--- src/rtl/mem_request_queue_if.sv ---
// Request/head bus between execute, the request queue and the data-memory unit.
// The master side is execute plus memory unit (drives requests, m_stall and report);
// the slave side is the queue itself.
interface mem_request_queue_if #(
  parameter int unsigned DATA_WIDTH   = 32,
  parameter int unsigned ADDRESS_BITS = 20,
  parameter int unsigned DEPTH_BITS   = 2
);
  // Execute -> queue
  logic                    enq_load;
  logic                    enq_store;
  logic [ADDRESS_BITS-1:0] enq_address;
  logic [DATA_WIDTH-1:0]   enq_data;
  logic                    report;
  // Queue status
  logic                    full;
  logic                    empty;
  logic [DEPTH_BITS:0]     count;
  logic                    req_error;
  // Queue head -> memory unit
  logic                    load;
  logic                    store;
  logic [ADDRESS_BITS-1:0] address;
  logic [DATA_WIDTH-1:0]   store_data;
  // Memory unit -> queue
  logic                    m_stall;

  modport master (
    output enq_load, enq_store, enq_address, enq_data, report, m_stall,
    input  full, empty, count, req_error, load, store, address, store_data
  );

  modport slave (
    input  enq_load, enq_store, enq_address, enq_data, report, m_stall,
    output full, empty, count, req_error, load, store, address, store_data
  );
endinterface

--- src/rtl/mem_request_queue.sv ---
// In-order load/store request FIFO in front of the data-memory unit.
// Optional build macro MEMQ_STATS_EN adds saturating occupancy/stall counters that are
// appended to the report line; the port list is the same in both builds.
module mem_request_queue #(
  parameter int          CORE         = 0,
  parameter int unsigned DATA_WIDTH   = 32,
  parameter int unsigned ADDRESS_BITS = 20,
  parameter int unsigned DEPTH_BITS   = 2
) (
  input logic                clock,
  input logic                reset,
  mem_request_queue_if.slave bus
);

  localparam int unsigned            Depth     = 1 << DEPTH_BITS;
  localparam logic [DEPTH_BITS:0]    CountFull = Depth[DEPTH_BITS:0];
  localparam logic [DEPTH_BITS-1:0]  PtrOne    = DEPTH_BITS'(1);
  localparam logic [DEPTH_BITS:0]    CountOne  = (DEPTH_BITS + 1)'(1);

  logic [DEPTH_BITS-1:0] rd_ptr_q, rd_ptr_d;
  logic [DEPTH_BITS-1:0] wr_ptr_q, wr_ptr_d;
  logic [DEPTH_BITS:0]   count_q, count_d;
  logic                  req_error_q, req_error_d;

  logic                    ent_store_q [Depth];
  logic [ADDRESS_BITS-1:0] ent_addr_q  [Depth];
  logic [DATA_WIDTH-1:0]   ent_data_q  [Depth];

  logic full, empty;
  logic enq_req, enq_illegal, enq_ok, deq_ok;

  // Flags come only from registered occupancy, never from this cycle's inputs
  always_comb begin
    full        = (count_q == CountFull);
    empty       = (count_q == '0);
    enq_req     = bus.enq_load ^ bus.enq_store;
    enq_illegal = bus.enq_load & bus.enq_store;
    enq_ok      = enq_req & ~full;
    deq_ok      = ~empty & ~bus.m_stall;
  end

  // Next-state for pointers, occupancy and the sticky error flag
  always_comb begin
    rd_ptr_d    = rd_ptr_q;
    wr_ptr_d    = wr_ptr_q;
    count_d     = count_q;
    req_error_d = req_error_q | enq_illegal;
    if (enq_ok) wr_ptr_d = wr_ptr_q + PtrOne;
    if (deq_ok) rd_ptr_d = rd_ptr_q + PtrOne;
    unique case ({enq_ok, deq_ok})
      2'b10:   count_d = count_q + CountOne;
      2'b01:   count_d = count_q - CountOne;
      default: count_d = count_q;
    endcase
  end

  // Control state with synchronous active-low reset
  always_ff @(posedge clock) begin
    if (!reset) begin
      rd_ptr_q    <= '0;
      wr_ptr_q    <= '0;
      count_q     <= '0;
      req_error_q <= 1'b0;
    end else begin
      rd_ptr_q    <= rd_ptr_d;
      wr_ptr_q    <= wr_ptr_d;
      count_q     <= count_d;
      req_error_q <= req_error_d;
    end
  end

  // Entry storage; contents are don't-care after reset so no reset term
  always_ff @(posedge clock) begin
    if (enq_ok) begin
      ent_store_q[wr_ptr_q] <= bus.enq_store;
      ent_addr_q[wr_ptr_q]  <= bus.enq_address;
      ent_data_q[wr_ptr_q]  <= bus.enq_data;
    end
  end

  // Head presentation and status outputs; all-zero head when nothing is pending
  always_comb begin
    bus.full       = full;
    bus.empty      = empty;
    bus.count      = count_q;
    bus.req_error  = req_error_q;
    bus.load       = 1'b0;
    bus.store      = 1'b0;
    bus.address    = '0;
    bus.store_data = '0;
    if (!empty) begin
      bus.load       = ~ent_store_q[rd_ptr_q];
      bus.store      = ent_store_q[rd_ptr_q];
      bus.address    = ent_addr_q[rd_ptr_q];
      bus.store_data = ent_data_q[rd_ptr_q];
    end
  end

`ifdef MEMQ_STATS_EN
  logic [31:0] full_reject_cycles_q;
  logic [31:0] stall_cycles_q;
  logic [31:0] max_count_q;

  // Saturating statistics counters
  always_ff @(posedge clock) begin
    if (!reset) begin
      full_reject_cycles_q <= '0;
      stall_cycles_q       <= '0;
      max_count_q          <= '0;
    end else begin
      if (enq_req && full && !(&full_reject_cycles_q)) begin
        full_reject_cycles_q <= full_reject_cycles_q + 32'd1;
      end
      if (!empty && bus.m_stall && !(&stall_cycles_q)) begin
        stall_cycles_q <= stall_cycles_q + 32'd1;
      end
      if (32'(count_q) > max_count_q) begin
        max_count_q <= 32'(count_q);
      end
    end
  end
`endif

`ifndef SYNTHESIS
  logic [31:0] cycle_q;

  // Simulation-only cycle counter and state report
  always_ff @(posedge clock) begin
    if (!reset) begin
      cycle_q <= '0;
    end else begin
      cycle_q <= cycle_q + 32'd1;
    end
    if (bus.report) begin
`ifdef MEMQ_STATS_EN
      $display("memq core %0d cycle %0d count %0d full %0b empty %0b load %0b store %0b addr %h data %h full_rej %0d stall %0d max %0d",
               CORE, cycle_q, count_q, full, empty, bus.load, bus.store, bus.address,
               bus.store_data, full_reject_cycles_q, stall_cycles_q, max_count_q);
`else
      $display("memq core %0d cycle %0d count %0d full %0b empty %0b load %0b store %0b addr %h data %h",
               CORE, cycle_q, count_q, full, empty, bus.load, bus.store, bus.address,
               bus.store_data);
`endif
    end
  end
`endif

endmodule

--- src/flat_wrapper.sv ---
// flat-port wrapper written by rule: the top's interface ports become plain ports
module mem_request_queue_flat 
#(
  parameter int          CORE         = 0,
  parameter int unsigned DATA_WIDTH   = 32,
  parameter int unsigned ADDRESS_BITS = 20,
  parameter int unsigned DEPTH_BITS   = 2
)
  (clock, reset, bus_enq_load, bus_enq_store, bus_enq_address, bus_enq_data, bus_report, bus_m_stall, bus_full, bus_empty, bus_count, bus_req_error, bus_load, bus_store, bus_address, bus_store_data);
  mem_request_queue_if #(.DATA_WIDTH(DATA_WIDTH), .ADDRESS_BITS(ADDRESS_BITS), .DEPTH_BITS(DEPTH_BITS)) bus_i ();
  input logic clock;
  input logic reset;
  input wire logic [$bits(bus_i.enq_load)-1:0] bus_enq_load;
  input wire logic [$bits(bus_i.enq_store)-1:0] bus_enq_store;
  input wire logic [$bits(bus_i.enq_address)-1:0] bus_enq_address;
  input wire logic [$bits(bus_i.enq_data)-1:0] bus_enq_data;
  input wire logic [$bits(bus_i.report)-1:0] bus_report;
  input wire logic [$bits(bus_i.m_stall)-1:0] bus_m_stall;
  output wire logic [$bits(bus_i.full)-1:0] bus_full;
  output wire logic [$bits(bus_i.empty)-1:0] bus_empty;
  output wire logic [$bits(bus_i.count)-1:0] bus_count;
  output wire logic [$bits(bus_i.req_error)-1:0] bus_req_error;
  output wire logic [$bits(bus_i.load)-1:0] bus_load;
  output wire logic [$bits(bus_i.store)-1:0] bus_store;
  output wire logic [$bits(bus_i.address)-1:0] bus_address;
  output wire logic [$bits(bus_i.store_data)-1:0] bus_store_data;
  assign bus_i.enq_load = bus_enq_load;
  assign bus_i.enq_store = bus_enq_store;
  assign bus_i.enq_address = bus_enq_address;
  assign bus_i.enq_data = bus_enq_data;
  assign bus_i.report = bus_report;
  assign bus_i.m_stall = bus_m_stall;
  assign bus_full = bus_i.full;
  assign bus_empty = bus_i.empty;
  assign bus_count = bus_i.count;
  assign bus_req_error = bus_i.req_error;
  assign bus_load = bus_i.load;
  assign bus_store = bus_i.store;
  assign bus_address = bus_i.address;
  assign bus_store_data = bus_i.store_data;
  mem_request_queue #(.CORE(CORE), .DATA_WIDTH(DATA_WIDTH), .ADDRESS_BITS(ADDRESS_BITS), .DEPTH_BITS(DEPTH_BITS)) u_core (.clock(clock), .reset(reset), .bus(bus_i));
endmodule
--- config.mk ---
export PLATFORM = sky130hd
export DESIGN_NAME = mem_request_queue_flat
export DESIGN_NICKNAME = d
export VERILOG_FILES = /design/src/rtl/mem_request_queue_if.sv /design/src/rtl/mem_request_queue.sv /design/src/flat_wrapper.sv
export SDC_FILE = /design/constraint.sdc
export NUM_CORES = 1
export LEC_CHECK = 0
export ABC_AREA = 1
export BUFFER_PORTS_ARGS = -buffer_cell sky130_fd_sc_hd__clkbuf_2
export CAP_MARGIN = 20
export CORE_MARGIN = 4
export CORE_UTILIZATION = 37
export DETAILED_ROUTE_END_ITERATION = 10
export HOLD_SLACK_MARGIN = 0.08
export SLEW_MARGIN = 20
export SYNTH_ARGS = -nofsm -noshare
export SYNTH_HDL_FRONTEND = slang
export SYNTH_SLANG_ARGS = --single-unit
--- constraint.sdc ---
create_clock -name clock -period 7.02 [get_ports clock]
set_input_delay 1.053 -clock clock [delete_from_list [all_inputs] [get_ports clock]]
set_output_delay 1.053 -clock clock [all_outputs]
set_load 0.05 [all_outputs]
==> key figures <==
Cells and area
  – Diode insertion count for antenna repair: 0
  – Post-layout net count: about 930
  – Layout overhead on the synthesized area: 17.09%
  – Total non-filler cell area in the finished layout: 10,600 µm²
  – Highest-count cells in the layout ignoring fill and taps: nand2_1 (227), edfxtp_1 (212), clkbuf_2 (116), nor2_1 (113), o21ai_0 (49)
  – Most common library cell in the layout ignoring fill and taps: nand2_1
  – Fraction of layout instances using a drive strength above 1: 0.2213

Route
  – Count of unresolved DRC violations after routing: 0
  – Routed wirelength normalized by instance count: 15.60 µm
  – Via count normalized by instance count: 4.668
  – Number of nets with antenna violations after routing: 0
  – Total wire length after detailed routing: between 15 and 20 mm
  – DR vias: 5,602
  – First DRT Iteration DRCs: about 300
  – First drt pass iteration count: 4

STA
  – Minimum setup slack in the final design: slightly above 3 ns
  – Layout Skew: between 0.009 and 0.01 ns
  – Final number of setup-violating endpoints: 0
  – Setup repair after global routing missed its margin: no
  – Setup TNS: 0 ns
  – Fmax: ~260 MHz
  – Tightest slew margin relative to the limit: 0.4023
  – Number of hold violations in the final report: 0
  – Slew at the pin closest to its max-slew limit: roughly 0.89 ns
  – Minimum period implied by the final worst setup slack: roughly 4 ns
  – Final number of max-transition violations: 0
  – Worst hold slack: 0.4680 ns
  – Ratio of final minimum period to clock period: 0.5560

Synth
  – Synth Area per Inst: around 12 µm²
  – Number of distinct standard cells referenced by the synthesized netlist: 24
  – Syn. warnings: 0
  – Post-Syn Area: 9050 µm²
  – Number of nets in the synthesized netlist: 818
  – Sequential fraction of the synthesis area: 0.7256
  – Cell count after synthesis: 753
  – FF+latch count, synth: 222

CTS
  – CTS max path bufs: 3
  – CTS buffer count: 25
  – H-tree lvl count: 1
  – TritonCTS clock tree: done
  – Clock sink total: roughly 220
  – Clock tree root buffer cell: clkbuf_16
  – Worst-path clk slew: 0.06 ns
  – Hold-fix buffers at CTS: 0
  – Clock latency on the worst-skew pair: approximately 0.51 ns
  – PostCTS Resize Cnt: 0
  – Post CTS Setup Buffer Count: 0

Setup path
  – Critical path's largest stage delay: 0.59 ns
  – Worst path slowest cell: clkinv_2
  – Critical path, cell by cell: clkinv_2, buf_4, nor2_1, o21ai_0, a21oi_2, clkbuf_2
  – Data arrival time of the critical path: 2.85 ns
  – Critical Setup Path Class: reg2out
  – Critical Path Sink Type: output pin
  – Top delay family on crit path: buffers and inverters
  – Number of buffer and inverter stages on the critical path: 3
  – Req. time, crit path: 5.97 ns
  – Kind of launch point of the worst setup path: flop
  – Maximum fanout along the worst path: 55

Floorplanning
  – Site row count: 56
  – Chip Width: 164.4 µm
  – Number of top-level pins: around 120
  – Initial cell density of the core: 0.3810
  – Die span in y: 164.4 µm
  – Die Area: 27,030 µm²
  – Area of the core: 23,750 µm²

Placement
  – Count of buffers inserted at the top-level ports: roughly 120
  – Placed cell area: 9827 µm²
  – Final weighted congestion of routability-driven global placement: 0.7082
  – DP Wirelength: between 9 and 10 mm
  – Pre-CTS WS: 3.390 ns

Global routing
  – Global-route wire length before repair: roughly 29 mm
  – Number of antenna violations at the first check in global routing: 1
  – Maximum number of pins on one net before global-route repair: 107
  – Overflow after GRT: 0
  – Via count of the first global-routing pass: 5,504
  – Total routing resource utilization after global routing: 0.1376

Power and ir drop
  – Worst IR drop on VDD: 254.0 µV
  – Leak pwr: 4.122 nW
  – Post-layout power: 4.604 mW
  – Power density of the placed cells: about 430 nW/µm²

Flow run
  – Max capacitance violation total: 0

Worst hold path
  – HP Class: reg2reg

Status
  – Result of the run: complete, no violations
==> worst register-to-register path: cells and delay by family (launching register included) <==
family	cells	cell delay (ns)
and+or+nand+nor	3	1.28
DFF	1	0.35
buffers and inverters	2	0.62
==> per-layer routing <==
layer | part of all wire | vias to the layer above | global-route usage
li1 | - | 2790 | -
met1 | 0.44 | 2638 | 0.1793
met2 | 0.47 | 143 | 0.2315
met3 | 0.070 | 29 | 0.03694
met4 | 0.016 | 2 | 0.03214
met5 | 0.00069 | - | 0
==> path summary, 6_finish.rpt <==
kind	slack [ns]	depth (start not counted)	to	startpoint
max reg2reg	4.35	5	u_core.ent_addr_q[2][1]$_DFFE_PP_	u_core.bus.count[1]$_SDFFE_PN0P_
min reg2reg	0.47	1	u_core.bus.req_error$_SDFF_PN0_	u_core.bus.req_error$_SDFF_PN0_
max	3.12	6	bus_store_data[20]	flop
min	0.47	1	u_core.bus.req_error$_SDFF_PN0_	u_core.bus.req_error$_SDFF_PN0_
==> through the flow <==
step,cells,util
floorplan,753,-
global placement,1155,0.4137
detailed placement,1155,0.4137
CTS,1200,0.4461
global route,1200,0.4461
finish,1200,0.4461
==> synth_stat cells <==
master    count  area [µm²]
buf_6         5       56.30
nand3_2       1       10.01
nand3_1       4       20.02
a21oi_1      29       145.1
buf_2        11       55.05
nand4_1       1       6.260
o21a_1        1       7.510
buf_12        3       60.06
fa_1          1       20.02
nand2_1     227       852.1
a21oi_2      30       262.8
nor2_1      117       439.2
buf_4        11       82.58
o21ai_0      49       245.2
clkbuf_1      9       33.78
o21ai_1       5       25.02
ha_1          6       75.07
inv_6         1       8.760
edfxtp_1    212        6366
inv_1        16       60.06
dfxtp_1      10       200.2
inv_2         2       7.510
buf_1         1       3.750
nand3b_1      1       7.510
==> sequential cells by signal, indices dropped and copies added, names as in the netlist, named ones only <==
signal and cells:
u_core.ent_store_q 4, u_core.bus.req_error 1, u_core.ent_data_q 128, u_core.bus.count 3, u_core.wr_ptr_q 2, u_core.rd_ptr_q 2, u_core.ent_addr_q 80
==> logic make-up after synthesis <==
logic type,Yosys count,synth area share
simple gates,351,0.1475
buf+inv,59,0.04065
fa+ha+maj,7,0.01051
compound gates,114,0.07576
flops,222,0.7256
==> final cells by class <==
| class | count | area (µm²) |
|---|---|---|
| repair buffers | 123 | 633.1 |
| fillers | 2149 | 13160 |
| well taps | 319 | 399.1 |
| clock buffers | 31 | 648.1 |
| multi-input cells | 472 | 2146 |
| clock inverters | 14 | 121.4 |
| flip-flops and latches | 222 | 6570 |
| inverters | 19 | 78.83 |
==> report_power, final <==
group	total (mW)	switching (mW)	internal, mW
Combinational	1.71	1.36	0.344
Clock	1.21	0.481	0.727
Sequential	1.69	0.0704	1.62
No activity file was read; power rests on OpenSTA's default activity.
